[config.mk]
export PLATFORM = sky130hd
export DESIGN_NAME = pipeline_rr_scheduler
export DESIGN_NICKNAME = d
export VERILOG_FILES = /design/src/rtl/pipeline_rr_scheduler_pkg.sv /design/src/rtl/pipeline_rr_scheduler_rr_arbiter2.sv /design/src/rtl/pipeline_rr_scheduler.sv
export SDC_FILE = /design/constraint.sdc
export NUM_CORES = 1
export LEC_CHECK = 0
export ABC_AREA = 0
export CORE_MARGIN = 2
export CORE_UTILIZATION = 22
export DETAILED_ROUTE_END_ITERATION = 7
export GPL_ROUTABILITY_DRIVEN = 0
export PLACE_DENSITY = 0.9
export REMOVE_ABC_BUFFERS = 1
export SLEW_MARGIN = 30
export SYNTH_ARGS = -nofsm -noshare
export SYNTH_HDL_FRONTEND = slang
export SYNTH_HIERARCHICAL = 1
export SYNTH_SLANG_ARGS = --single-unit
[constraint.sdc]
create_clock -name clk -period 1.7 [get_ports clk]
set_input_delay 0.34 -clock clk [delete_from_list [all_inputs] [get_ports clk]]
set_output_delay 0.34 -clock clk [all_outputs]
set_load 0.01 [all_outputs]
[src/rtl/pipeline_rr_scheduler_pkg.sv]
// Shared types for the two-requester pipeline scheduler: FSM states, requester count and the
// in-flight tag carried alongside each operation.
package pipeline_rr_scheduler_pkg;

  localparam int unsigned NUM_REQ = 2;

  typedef enum logic [1:0] {
    IDLE  = 2'd0,
    RUN   = 2'd1,
    DRAIN = 2'd2
  } state_e;

  typedef struct packed {
    logic valid;
    logic id;
  } tag_t;

endpackage

[src/rtl/pipeline_rr_scheduler_rr_arbiter2.sv]
// Two-way round-robin selector: the requester after last_grant wins a tie, a lone requester
// always wins.
module rr_arbiter2 (
  input  logic [1:0] req,
  input  logic       last_grant,
  output logic       grant_valid,
  output logic       grant
);

  always_comb begin
    grant_valid = |req;
    grant       = 1'b0;
    unique case (req)
      2'b01:   grant = 1'b0;
      2'b10:   grant = 1'b1;
      2'b11:   grant = ~last_grant;
      default: grant = 1'b0;
    endcase
  end

endmodule

[src/rtl/pipeline_rr_scheduler.sv]
// Feeds an external fixed-latency pipeline from two requesters and routes each result back to
// its owner using a tag shift register that tracks the pipeline's occupancy.
module pipeline_rr_scheduler
  import pipeline_rr_scheduler_pkg::*;
#(
  parameter int unsigned DATA_W     = 32,
  parameter int unsigned PIPE_DEPTH = 3
) (
  input  logic              clk,
  input  logic              rst_n,
  input  logic              en,
  input  logic              req0_valid,
  input  logic              req1_valid,
  input  logic [DATA_W-1:0] req0_x,
  input  logic [DATA_W-1:0] req1_x,
  output logic              req0_ready,
  output logic              req1_ready,
  output logic              pipe_input_valid,
  output logic [DATA_W-1:0] pipe_x,
  output logic              pipe_rst,
  input  logic              pipe_output_valid,
  input  logic [DATA_W-1:0] pipe_out,
  output logic              rsp0_valid,
  output logic              rsp1_valid,
  output logic [DATA_W-1:0] rsp_data,
  output logic              idle,
  output logic [1:0]        inflight,
  output logic              err
);

  state_e                r_state;
  state_e                w_state_next;
  tag_t [PIPE_DEPTH-1:0] r_tags;
  tag_t                  w_tag_in;
  tag_t                  w_tag_last;
  logic                  r_last_grant;
  logic                  r_err;
  logic [1:0]            r_inflight;
  logic [1:0]            w_inflight_next;
  logic [NUM_REQ-1:0]    w_req;
  logic                  w_grant_valid;
  logic                  w_grant;
  logic                  w_issue;
  logic                  w_tags_pending;

  assign w_req = {req1_valid, req0_valid};

  rr_arbiter2 u_arb (
    .req         (w_req),
    .last_grant  (r_last_grant),
    .grant_valid (w_grant_valid),
    .grant       (w_grant)
  );

  assign w_issue    = (r_state == RUN) && w_grant_valid;
  assign w_tag_in   = tag_t'({w_issue, w_grant});
  assign w_tag_last = r_tags[PIPE_DEPTH-1];

  assign req0_ready       = w_issue && !w_grant;
  assign req1_ready       = w_issue && w_grant;
  assign pipe_input_valid = w_issue;
  assign pipe_x           = w_issue ? (w_grant ? req1_x : req0_x) : '0;
  // Pipeline clears in the same edge as this block so no stale result can surface.
  assign pipe_rst         = !rst_n;

  assign rsp0_valid = pipe_output_valid && w_tag_last.valid && !w_tag_last.id;
  assign rsp1_valid = pipe_output_valid && w_tag_last.valid && w_tag_last.id;
  assign rsp_data   = pipe_out;

  assign idle     = (r_state == IDLE);
  assign inflight = r_inflight;
  assign err      = r_err;

  // Occupancy the tag register will hold after this edge; the last entry always shifts out.
  always_comb begin
    w_tags_pending = w_issue;
    for (int i = 0; i < PIPE_DEPTH - 1; i++) begin
      w_tags_pending = w_tags_pending | r_tags[i].valid;
    end
  end

  always_comb begin
    w_state_next = r_state;
    unique case (r_state)
      IDLE:    if (en) w_state_next = RUN;
      RUN:     if (!en) w_state_next = DRAIN;
      DRAIN: begin
        if (en) begin
          w_state_next = RUN;
        end else if (!w_tags_pending) begin
          w_state_next = IDLE;
        end
      end
      default: w_state_next = IDLE;
    endcase
  end

  always_comb begin
    w_inflight_next = r_inflight;
    unique case ({w_issue, w_tag_last.valid})
      2'b10:   w_inflight_next = r_inflight + 2'd1;
      2'b01:   w_inflight_next = r_inflight - 2'd1;
      default: w_inflight_next = r_inflight;
    endcase
  end

  always_ff @(posedge clk) begin
    if (!rst_n) begin
      r_state      <= IDLE;
      r_tags       <= '0;
      r_last_grant <= 1'b1;
      r_err        <= 1'b0;
      r_inflight   <= 2'd0;
    end else begin
      r_state    <= w_state_next;
      r_tags     <= {r_tags[PIPE_DEPTH-2:0], w_tag_in};
      r_inflight <= w_inflight_next;
      if (w_issue) begin
        r_last_grant <= w_grant;
      end
      if (pipe_output_valid != w_tag_last.valid) begin
        r_err <= 1'b1;
      end
    end
  end

endmodule

==> run metrics, run 1 <==
failing checks setup timing; Reg power frac 27.9%; Sink Count 12; min setup slack post-route -0.0881 ns; htree depth 1; I/O pins 176; initial core utilization 22.5%; site row count 27; synthesized area 1210 um2; Power per Cell Area 483 nW/um2; share of layout cells above drive strength 1 28.4%; Crit path required time 1.36 ns; Die H 78.3 um; worst-path fanout max 8; Hold WC Path Type flop to flop; worst skew pair latency 0.24 ns; VDD IR max 0.229 mV; Synth cell types 26; most common library cells after synthesis nor2_1 (39), buf_4 (35), mux2i_1 (32), dfxtp_1 (12), and2_1 (5); Clk pwr share 27.9%; antenna violations before repair 0; nets@finish 348; Post-Syn Instances 150; Layout Skew 0.000352 ns; fmax 559 MHz; hold slack 0.432 ns; arrival time at the worst endpoint 1.45 ns; CTS buffer count 3; MaxCap Viol Count 0; layout filler cell count 555; static leakage 1.03 nW; unrepaired setup endpoints after global routing yes; status finished, violations left; final wirelength 5290 um; clk root buf clkbuf_8; Internal 0.806 mW; startpoint types flop; Seq cells post-synth 12; top-count cell post-synth nor2_1; clk buf depth 2; Total GRT Usage 17.5%; largest net degree at the start of global routing 19; CP Class flop to output pin; leading area contributor after synthesis mux2i_1; vias per cell 4.33; Final Cycle Share 105%; CTS hold repair buffers 0; Comb pwr share 44.2%; Worst-Margin Slew 0.208 ns; total grt overflow 0; Vias 1364; Pins Over Slew Limit 0; placed cell area 2200 um2; port buffer count 111; Synthesis Warnings 6; first-pass GRT wire length 7760 um; syn avg cell area 8.10 um2; Core Region 5410 um2; top cells by area in the synthesized netlist mux2i_1 (26%), buf_4 (22%), dfxtp_1 (20%); post-layout util 41.9%; crit path cell chain a21boi_4 > buf_6 > buf_16 > mux2i_1 > nor2_1 > buf_2; ANT cells 0; Max stage delay cell, worst path dfxtp_2; Non-Filler Cell Area, Final 2270 um2; worst relative slew slack 86.1%; switching share of power 26.4%; Die Wd 78.3 um; DRC violations left 0; Psw 0.289 mW; Top FF cell, synth dfxtp_1; number of synthesized flops with an enable pin 0; final hold vios 0; Worst R2R Setup Slack 0.10 ns; CTS tree done; Synth top area share 26.4%; DRT antenna net count 0; post-synthesis sequential area ratio 19.8%; die area 6130 um2; synthesis-to-finish area growth 86.6%; vias in the first global route 1436; delay of the slowest cell on the worst path 0.33 ns; CTS clk-pin slew, worst paths 0.05 ns; Final Critical Period 1.79 ns; CP Capture Type output pin; hpwl dp 3880 um; WL/cell 16.8 um; Final setup viols 33; ys async rst share 0%; Iter 0 DRT Violations 16; First-pass DRT Iterations 2
## state kept, by name, indices dropped and copies added, names as in the netlist
name	cells
inflight	2
r_tags	6
r_last_grant	1
err	1
r_state	2
## worst paths after layout
check / from / to / cells after the start
worst max-delay path: r_last_grant$_SDFFE_PN1N_ / pipe_x[4] / 6
worst min-delay path: r_tags[0]$_SDFF_PN0_ / r_tags[2]$_SDFF_PN0_ / 1
worst max register to register: r_state[1]$_SDFFE_PN0P_ / inflight[1]$_SDFFE_PN0P_ / 7
worst min register to register: r_tags[0]$_SDFF_PN0_ / r_tags[2]$_SDFF_PN0_ / 1
## metal layers
layer	routed length [um]	part of all wire [%]	GRT usage (%)	vias to the layer above
met3	688	13	9.54	6
li1	-	-	-	642
met5	43	0.81	6.36	-
met4	52	0.98	4.74	2
met1	2080	39	19.4	597
met2	2430	46	28.3	117
## critical path, delay by kind of cell, from the launching register on
family / cells / cell delay [ns]
flops: 1 / 0.33
buf+inv: 3 / 0.43
compound gates: 1 / 0.19
mux: 1 / 0.18
simple gates: 1 / 0.06
## logic make-up (layout without fill, tap and decap cells)
group / count (synthesis) / in the layout / synth area share [%]
muxes: 32 / 32 / 26.4
xor gates and xnor gates: 2 / 2 / 1.44
and+or+nand+nor: 51 / 51 / 19.8
AOI/OAI and AO/OA: 7 / 7 / 3.81
DFF: 12 / 12 / 19.8
buffers and inverters: 44 / 137 / 26.8
adders and majority gates: 2 / 2 / 2.06
## cell usage in the layout, fill, tap and decap left out, types with 2 or more instances in the layout
| cell | n |
|---|---|
| inv_1 | 2 |
| clkdlybuf4s50_1 | 70 |
| buf_12 | 3 |
| mux2i_1 | 30 |
| and2_1 | 5 |
| buf_16 | 2 |
| mux2i_4 | 2 |
| dfxtp_1 | 10 |
| clkbuf_2 | 2 |
| buf_4 | 8 |
| nor2_1 | 39 |
| buf_2 | 34 |
| clkbuf_8 | 4 |
| dlygate4sd2_1 | 2 |
| buf_6 | 3 |
| dfxtp_2 | 2 |
| a21oi_1 | 2 |
## what timing repair did
action / CTS / global route
endpoints found under the setup margin: 40 / 37
setup buffers: 5 / 2
gates resized for setup: 159 / 11
pin swaps: 3 / 7
gates cloned: 5 / 0
## through the flow
step,TNS [ns],instances,power (mW),worst slack (ns)
2_1_floorplan,-61.73,111,0.475,-1.76
4_1_cts,-2.49,315,1.12,-0.154
3_5_place_dp,-26.13,302,0.759,-0.729
3_3_place_gp,-25.31,302,0.751,-0.726
5_1_grt,-4.54,315,1.16,-0.169
6_report,-2.24,315,1.09,-0.0881
## power groups by stage
stage          combinational, mW  clock [mW]  sequential, mW
2_1_floorplan              0.164           0           0.311
3_3_place_gp               0.442           0           0.310
3_5_place_dp               0.449           0           0.310
4_1_cts                    0.495       0.318           0.305
5_1_grt                    0.523       0.333           0.306
6_report                   0.484       0.305           0.305
## layout make-up
class	instances	area, um2	share of cell area [%]
inverter	5	31.3	1.38
timing repair inverter	1	8.76	0.386
multi-input combinational	94	698	30.8
timing repair buffer	127	1140	50.3
clock buffer	4	55.1	2.43
tap	72	90.1	3.97
sequential	12	243	10.7
No activity file was read; power rests on OpenSTA's default activity.
==> run 2, diff against run 1 <==
Settings changed: CORE_MARGIN 2 to 5, CORE_UTILIZATION 22 to 26, PLACE_DENSITY 0.9 to 0.95.
Clock period 1.7 ns to 2.1 ns, I/O delays scaled along.
==> run 2 against run 1 <==
Against the previous run:
- utilization rose by 9.1 points
- cell count fell by 7.3%
- clock power fell by 33%
- hold slack improved by 0.0068 ns
- the flow now finishes without violations
- routed wire length rose by 2.8%
- via count fell by 2.2%
- first-iteration DRC count fell by 13%
- register-to-register slack improved by 0.37 ns
- combinational power fell by 21%
==> run metrics, run 2 (synthesis gave the netlist of run 1 again) <==
status complete, no violations; CTS tree done; switching share of power 26.5% (+0.11 points); Die Wd 78.4 um (about the same); final wirelength 5440 um (+2.8%); worst-path fanout max 37 (+29); Max stage delay cell, worst path dlygate4sd2_1; Top reg by flops r_tags; Final Cycle Share 95.2%; htree depth 1 (unchanged); I/O pins 176 (unchanged); # placed instances 282 (-6.6%); Layout Skew 0.00575 ns (+0.00539 ns); MaxCap Viol Count 0 (unchanged); DRT antenna net count 0 (unchanged); Core Region 4440 um2 (-18%); die area 6140 um2 (+0.11%); final hold vios 0 (unchanged); startpoint types primary input; Pins Over Slew Limit 0 (unchanged); fmax 500 MHz; Clk pwr share 24.3% (-3.6 points); arrival time at the worst endpoint 1.58 ns (+0.13 ns); total grt overflow 0 (unchanged); site row count 24 (-11%); Vias 1334 (-2.2%); Total GRT Usage 16.9% (-0.52 points); crit path cell chain clkdlybuf4s15_1 > or2_1 > inv_1 > nor2_8 > inv_8 > nor2_1 > dlygate4sd2_1; most frequent cells in the layout clkdlybuf4s50_1 (72), nor2_1 (39), mux2i_1 (31); Worst R2R Setup Slack 0.47 ns (+0.37 ns); initial core utilization 27.3% (+4.9 points); vias per cell 4.57 (+5.5%); Die H 78.4 um (about the same); Final Critical Period 2.00 ns; ANT cells 0 (unchanged); Worst-Margin Slew 0.172 ns (-0.0365 ns); vias in the first global route 1459 (+1.6%); Largest register FFs 6 (unchanged); VDD IR max 0.129 mV (-44%); CTS clk-pin slew, worst paths 0.05 ns (about the same); static leakage 1.02 nW (-0.97%); Internal 0.614 mW (-24%); Reg power frac 29.6% (+1.7 points); CP Capture Type output pin; port buffer count 111 (unchanged); clk buf depth 2 (unchanged); largest net degree at the start of global routing 38 (+19); Sink Count 12 (unchanged); share of layout cells above drive strength 1 19.6% (-8.8 points); hold slack 0.439 ns (+0.00678 ns); first-pass GRT wire length 7720 um (-0.53%); min setup slack post-route 0.101 ns (+0.189 ns); nets@finish 346 (-0.57%); Layout Cells excl Fill 292 (-7.3%); unrepaired setup endpoints after global routing no; WL/cell 18.6 um (+11%); Iter 0 DRT Violations 14 (-2); clk root buf clkbuf_8; Comb pwr share 46.0% (+1.8 points); Crit path required time 1.68 ns (+0.32 ns); Hold WC Path Type flop to flop; antenna violations before repair 0 (unchanged); Final setup viols 0 (-100%); CTS buffer count 3 (unchanged); worst relative slew slack 88.2% (+2.1 points); Power per Cell Area 368 nW/um2 (-24%); DRC violations left 0 (unchanged); Psw 0.221 mW (-23%); most common cell after layout, fill and taps aside clkdlybuf4s50_1; First-pass DRT Iterations 4 (+2); worst skew pair latency 0.24 ns (about the same); hpwl dp 4570 um (+18%); delay of the slowest cell on the worst path 0.29 ns (-0.04 ns); CP Class primary input to output pin; post-place setup slack -0.470 ns (+0.259 ns); synthesis-to-finish area growth 86.7% (about the same)
run 2: area by class of cell:
class / count / area (um2)
fill: 429 / 2180
clock buffer: 3 / 41.3
inverter: 5 / 26.3
tap: 52 / 65.1
sequential: 12 / 240
multi-input combinational: 94 / 673
timing repair buffer: 126 / 1220
run 2: worst max-delay path: cells and delay by family:
family        cells  cell delay [ns]
buf+inv           4             0.81
simple gates      3             0.35
run 2: final timing paths:
check	start	endpoint	cells past startpoint
worst max-delay path	req0_valid	req0_ready	7
worst min-delay path	r_tags[0]$_SDFF_PN0_	r_tags[2]$_SDFF_PN0_	1
worst max register to register	r_state[1]$_SDFFE_PN0P_	inflight[1]$_SDFFE_PN0P_	6
worst min register to register	r_tags[0]$_SDFF_PN0_	r_tags[2]$_SDFF_PN0_	1
run 2: metal layers:
metal / GRT usage (%) / part of all wire [%] / routed length, um
met2: 26.3 / 43 / 2320
met1: 15.3 / 33 / 1820
met3: 16.7 / 22 / 1190
met4: 4.37 / 1.1 / 61
met5: 7.50 / 1.0 / 57
run 2: power by group through the flow:
stage          clock [mW]  sequential (mW)  combinational, mW
3_5_place_dp            0            0.252              0.365
5_1_grt             0.221            0.249              0.413
2_1_floorplan           0            0.251              0.133
4_1_cts             0.212            0.247              0.390
6_report            0.203            0.247              0.384
3_3_place_gp            0            0.251              0.357
run 2: metrics by stage:
stage	cell area, um2	util [%]	power [mW]	TNS (ns)
2_1_floorplan	913	-	0.384	-52.87
3_3_place_gp	2170	48.9	0.608	-14.42
3_5_place_dp	2170	48.9	0.616	-15.32
4_1_cts	2260	50.9	0.849	0
5_1_grt	2270	51.0	0.883	0
6_report	2270	51.0	0.835	0
run 2: repair_timing:
action / 4_1_cts / 5_1_grt
cloned: 3 / 0
pin swaps: 1 / 1
hold endpoints to repair: 0 / 0
endpoints found under the setup margin: 37 / 23
setup buffers: 4 / 0
resized for setup: 123 / 3
hold buffers: 0 / 0
==> RTL edit 1, RTL diff (settings of run 1) <==
Make the reset (`rst_n`) asynchronous in one clocked block.
--- a/src/rtl/pipeline_rr_scheduler.sv
+++ b/src/rtl/pipeline_rr_scheduler.sv
@@ -104,7 +104,7 @@
     endcase
   end
 
-  always_ff @(posedge clk) begin
+  always_ff @(posedge clk or negedge rst_n) begin
     if (!rst_n) begin
       r_state      <= IDLE;
       r_tags       <= '0;
Check against the original RTL: differs if rst_n is asserted again (counterexample within 4 cycles, from zero or initial values and one cycle with rst_n low); with rst_n held inactive, the same outputs for 10 cycles.
==> RTL edit 1 against run 1 <==
The flow still finishes with violations (setup timing); setup slack worse by 0.23 ns; first-iteration DRC count rose by 31%; combinational power up 63%; clock power increased by 2%; total power up 35%; design area rose by 7.0%; clock skew up 0.00056 ns; count of clock-buffer cells in the layout stayed put; synthesized area grew 0.51%; routed wire length hardly changed; utilization up 2.6 points; critical path depth increased by 2; sequential cell count unchanged; maximum frequency down 12%.
==> RTL edit 1: results <==
# TYPE chip_impl_metric gauge
chip_impl_info{name="status",value="finished, violations left"} 1
chip_impl_info{name="failed_checks",value="setup timing"} 1
chip_impl_metric{name="synthAdderAreaFrac",unit=""} 0.0205
chip_impl_metric{name="drtIter0Drc",unit=""} 21
chip_impl_metric{name="post_synthesis_compound_gate_area_fraction",unit=""} 0.0287
chip_impl_metric{name="total_switching_power",unit="µW"} 432
chip_impl_metric{name="routed_wire_length_per_instance",unit="µm"} 16.9
chip_impl_metric{name="min_delay_path_depth",unit=""} 0
chip_impl_info{name="synth.cells.most_frequent",value="buf_4, nor2_1, mux2i_1, dfrtp_1, buf_6"} 1
chip_impl_metric{name="first_pass_grt_wire_length",unit="mm"} 7.62
chip_impl_metric{name="postPlaceCellArea",unit="µm²"} 2240
chip_impl_metric{name="grt_pass1_vias",unit=""} 1363
chip_impl_metric{name="max_stage_delay",unit="ns"} 0.55
chip_impl_metric{name="p_leak",unit="nW"} 1.18
chip_impl_info{name="worst_hold_path.endpoint",value="r_tags[2]"} 1
chip_impl_info{name="worstReg2RegEnd",value="inflight[1]"} 1
chip_impl_info{name="crit_path_top_delay_cell",value="dfstp_2"} 1
chip_impl_metric{name="clk_pwr",unit="µW"} 310
chip_impl_metric{name="drt-total-wl",unit="mm"} 5.29
chip_impl_info{name="timing.rr.start",value="r_state[1]"} 1
chip_impl_metric{name="drt_pass1_iterations",unit=""} 4
chip_impl_metric{name="hpwlAfterDp",unit="mm"} 3.88
chip_impl_metric{name="vdd_ir_max",unit="mV"} 0.232
chip_impl_metric{name="synth.distinct_cells",unit=""} 23
chip_impl_metric{name="setup_violations",unit=""} 34
chip_impl_metric{name="clkLatencyLatePin",unit="ns"} 0.24
chip_impl_metric{name="syn_avg_cell_area",unit="µm²"} 8.85
chip_impl_info{name="worst_hold_startpoint",value="r_tags[0]"} 1
chip_impl_metric{name="dp_cells",unit=""} 290
chip_impl_metric{name="grt.total_usage",unit=""} 0.165
chip_impl_metric{name="clock-skew-final",unit="ns"} 0.000913
chip_impl_metric{name="synth_xor_area_frac",unit=""} 0.0215
chip_impl_metric{name="combPwrFrac",unit=""} 0.534
chip_impl_metric{name="drive_gt1_frac",unit=""} 0.336
chip_impl_metric{name="yosysSeqAreaShare",unit=""} 0.247
chip_impl_info{name="ys_dominant_reg_cell",value="dfrtp_1"} 1
chip_impl_metric{name="grt_max_degree",unit=""} 21
chip_impl_metric{name="depth_of_the_most_critical_reg_to_reg_path",unit=""} 9
chip_impl_metric{name="timing.final.ws_setup",unit="ns"} -0.323
chip_impl_metric{name="ys_async_sr_fraction",unit=""} 1.00
chip_impl_metric{name="final_net_count",unit=""} 346
RTL edit 1: cell count changes after synthesis, moves of 4 or more:
cell	run 1	this run
nor2_1	39	35
and2_1	5	1
dfrtp_1	0	11
dfxtp_1	12	0
RTL edit 1: layout make-up:
type                            instances  area [µm²]
Clock buffer                            4        55.1
Inverter                                3        13.8
Timing Repair Buffer                  138        1320
Sequential cell                        12         302
Tap cell                               72        90.1
Fill cell                             533        3010
Multi-Input combinational cell         84         647
RTL edit 1: metrics by stage:
step / util / setup TNS, ns / power (mW) / setup WS, ns / hold slack (ns)
2_1_floorplan: - / -62.63 / 0.642 / -1.76 / 0.0444
3_3_place_gp: 0.411 / -23.44 / 1.05 / -0.688 / 0.333
3_5_place_dp: 0.411 / -23.51 / 1.07 / -0.679 / 0.337
4_1_cts: 0.424 / -6.89 / 1.43 / -0.325 / 0.348
5_1_grt: 0.446 / -10.72 / 1.57 / -0.417 / 0.356
6_report: 0.446 / -8.12 / 1.48 / -0.323 / 0.345
RTL edit 1: per-layer routing:
metal,up-vias,wire [µm],GRT usage
li1,624,-,-
met1,605,2080,0.195
met2,122,2180,0.225
met3,5,993,0.136
met4,0,38,0.0368
met5,-,0,0.0455
RTL edit 1: worst max path at each step:
stage,start,to,slack [ns],cells past startpoint
3_3_place_gp,req1_valid,pipe_x[31],-0.69,6
5_1_grt,r_last_grant,pipe_x[5],-0.42,8
4_1_cts,r_last_grant,pipe_x[0],-0.32,8
6_report,r_last_grant,pipe_x[6],-0.32,8
2_1_floorplan,r_last_grant,pipe_x[0],-1.76,3
3_5_place_dp,req1_valid,pipe_x[9],-0.68,6
RTL edit 1: what timing repair did:
action	4_1_cts	5_1_grt
resized for setup	153	21
setup endpoints to repair	40	38
pin swaps	4	4
cloned	4	0
setup buffers	8	8
hold endpoints to repair	0	0
hold buffers	0	0
==> RTL edit 2, RTL diff (config.mk and constraints of run 1) <==
Without the edit above. The parameter `DATA_W` goes from 32 to 48.
--- a/src/rtl/pipeline_rr_scheduler.sv
+++ b/src/rtl/pipeline_rr_scheduler.sv
@@ -3,7 +3,7 @@
 module pipeline_rr_scheduler
   import pipeline_rr_scheduler_pkg::*;
 #(
-  parameter int unsigned DATA_W     = 32,
+  parameter int unsigned DATA_W     = 48,
   parameter int unsigned PIPE_DEPTH = 3
 ) (
   input  logic              clk,
Interface: changed (5 resized); port bits go from 176 to 256. The function was not compared with the original's and may differ.
==> RTL edit 2 against run 1 <==
The flow still finishes with violations (setup timing); routed wire length up 86%; total power up 22%; non-clock buffer count up 61; design area up 39%; critical path depth up 1; register-to-register slack worse by 0.07 ns; synthesized area up 30%; first-iteration DRC count up 75%; sequential cell count unchanged; synthesized cell count up 35%; clock power up 2%; count of clock-buffer cells in the layout unchanged; setup slack worse by 0.091 ns; sequential power about the same; critical endpoint is now pipe_x[32]; largest cell class unchanged.
==> RTL edit 2: results <==
# TYPE chip_impl_metric gauge
chip_impl_info{name="status",value="finished, violations left"} 1
chip_impl_info{name="failed_checks",value="setup timing"} 1
chip_impl_metric{name="gr-usage-met3",unit=""} 0.223
chip_impl_metric{name="setup_violations",unit=""} 49
chip_impl_metric{name="grt.met1_usage",unit=""} 0.205
chip_impl_metric{name="timing.final.ws_setup",unit="ns"} -0.179
chip_impl_metric{name="worstPathMaxFanout",unit=""} 7
chip_impl_metric{name="total_switching_power",unit="µW"} 387
chip_impl_metric{name="drtIter0Drc",unit=""} 28
chip_impl_info{name="synth.cells.most_frequent",value="nor2_1, buf_4, mux2i_1, dfxtp_1"} 1
chip_impl_metric{name="final_net_count",unit=""} 494
chip_impl_metric{name="route.met2.wl",unit="mm"} 4.60
chip_impl_metric{name="clock-skew-final",unit="ns"} 0.000800
chip_impl_metric{name="fillerInstances",unit=""} 698
chip_impl_metric{name="drive_gt1_frac",unit=""} 0.311
chip_impl_metric{name="timing.slew.headroom",unit=""} 0.866
chip_impl_metric{name="grt_pass1_vias",unit=""} 1947
chip_impl_metric{name="wirelength_met1",unit="mm"} 2.81
chip_impl_metric{name="hpwlAfterDp",unit="mm"} 7.24
chip_impl_metric{name="worstPathArrival",unit="ns"} 1.54
chip_impl_metric{name="depth_of_the_most_critical_reg_to_reg_path",unit=""} 8
chip_impl_metric{name="drt-total-wl",unit="mm"} 9.83
chip_impl_info{name="synthTopCellsByArea",value="mux2i_1, buf_4, dfxtp_1"} 1
chip_impl_metric{name="grt_max_degree",unit=""} 14
chip_impl_metric{name="post_layout_nonfiller_instances",unit=""} 437
chip_impl_metric{name="drt_pass1_iterations",unit=""} 4
chip_impl_metric{name="dp_cells",unit=""} 409
chip_impl_metric{name="postSynthCellCount",unit=""} 202
RTL edit 2: cell count changes after synthesis:
cell / delta
buf_4: +17
mux2i_1: +16
nor2_1: +16
buf_6: +2
clkbuf_4: +2
buf_2: -1
inv_4: +1
inv_6: -1
nor2_4: +1
nor2_8: -1
RTL edit 2: kinds of logic after synthesis:
family,share of synthesized area
compound gates,0.0292
fa+ha+maj,0.0158
buf+inv,0.305
xor+xnor,0.0111
flops,0.152
simple gates,0.184
mux,0.303
RTL edit 2: repair_timing:
action                                  CTS  global route
hold buffers                              0             0
endpoints found under the setup margin   58            54
setup buffers                            16             1
gates resized for setup                 242            16
pin swaps                                 8             7
cloned                                   10             0
RTL edit 2: layout make-up:
| class | instances | area, µm² | area share |
|---|---|---|---|
| Clock buffer | 4 | 55.1 | 0.0175 |
| Timing Repair inverter | 6 | 62.6 | 0.0198 |
| Tap cell | 96 | 120 | 0.0381 |
| Sequential cell | 12 | 241 | 0.0766 |
| Multi-Input combinational cell | 126 | 902 | 0.286 |
| Inverter | 5 | 33.8 | 0.0107 |
| Timing Repair Buffer | 188 | 1740 | 0.551 |
RTL edit 2: critical path, cell delays in order, from the launching register on:
cell and delay (ns):
dfxtp_2 0.34, a21boi_4 0.15, buf_6 0.14, buf_12 0.13
buf_12 0.12, mux2i_1 0.20, nor2_1 0.06, buf_2 0.14
RTL edit 2: final timing paths:
| kind | start | endpoint | slack (ns) |
|---|---|---|---|
| setup / recovery | r_last_grant | pipe_x[32] | -0.18 |
| hold / removal | r_tags[2] | r_tags[4] | 0.44 |
| setup reg to reg | r_state[1] | inflight[1] | 0.03 |
| hold reg to reg | r_tags[2] | r_tags[4] | 0.44 |
RTL edit 2: through the flow:
| step | power [mW] | hold slack, ns | util | setup slack [ns] | TNS [ns] |
|---|---|---|---|---|---|
| CTS | 1.35 | 0.443 | 0.457 | -0.176 | -5.00 |
| floorplan | 0.543 | 0.412 | - | -2.92 | -148.61 |
| finish | 1.34 | 0.441 | 0.459 | -0.179 | -5.10 |
| global placement | 0.922 | 0.414 | 0.430 | -0.802 | -41.83 |
| detailed placement | 0.937 | 0.431 | 0.430 | -0.878 | -44.72 |
| global route | 1.41 | 0.444 | 0.459 | -0.255 | -8.74 |
RTL edit 2: power by group through the flow:
stage	clock network, mW	registers (mW)	logic, mW
4_1_cts	0.314	0.304	0.727
5_1_grt	0.329	0.306	0.774
6_report	0.310	0.305	0.726
3_3_place_gp	0	0.309	0.613
2_1_floorplan	0	0.311	0.233
3_5_place_dp	0	0.310	0.627
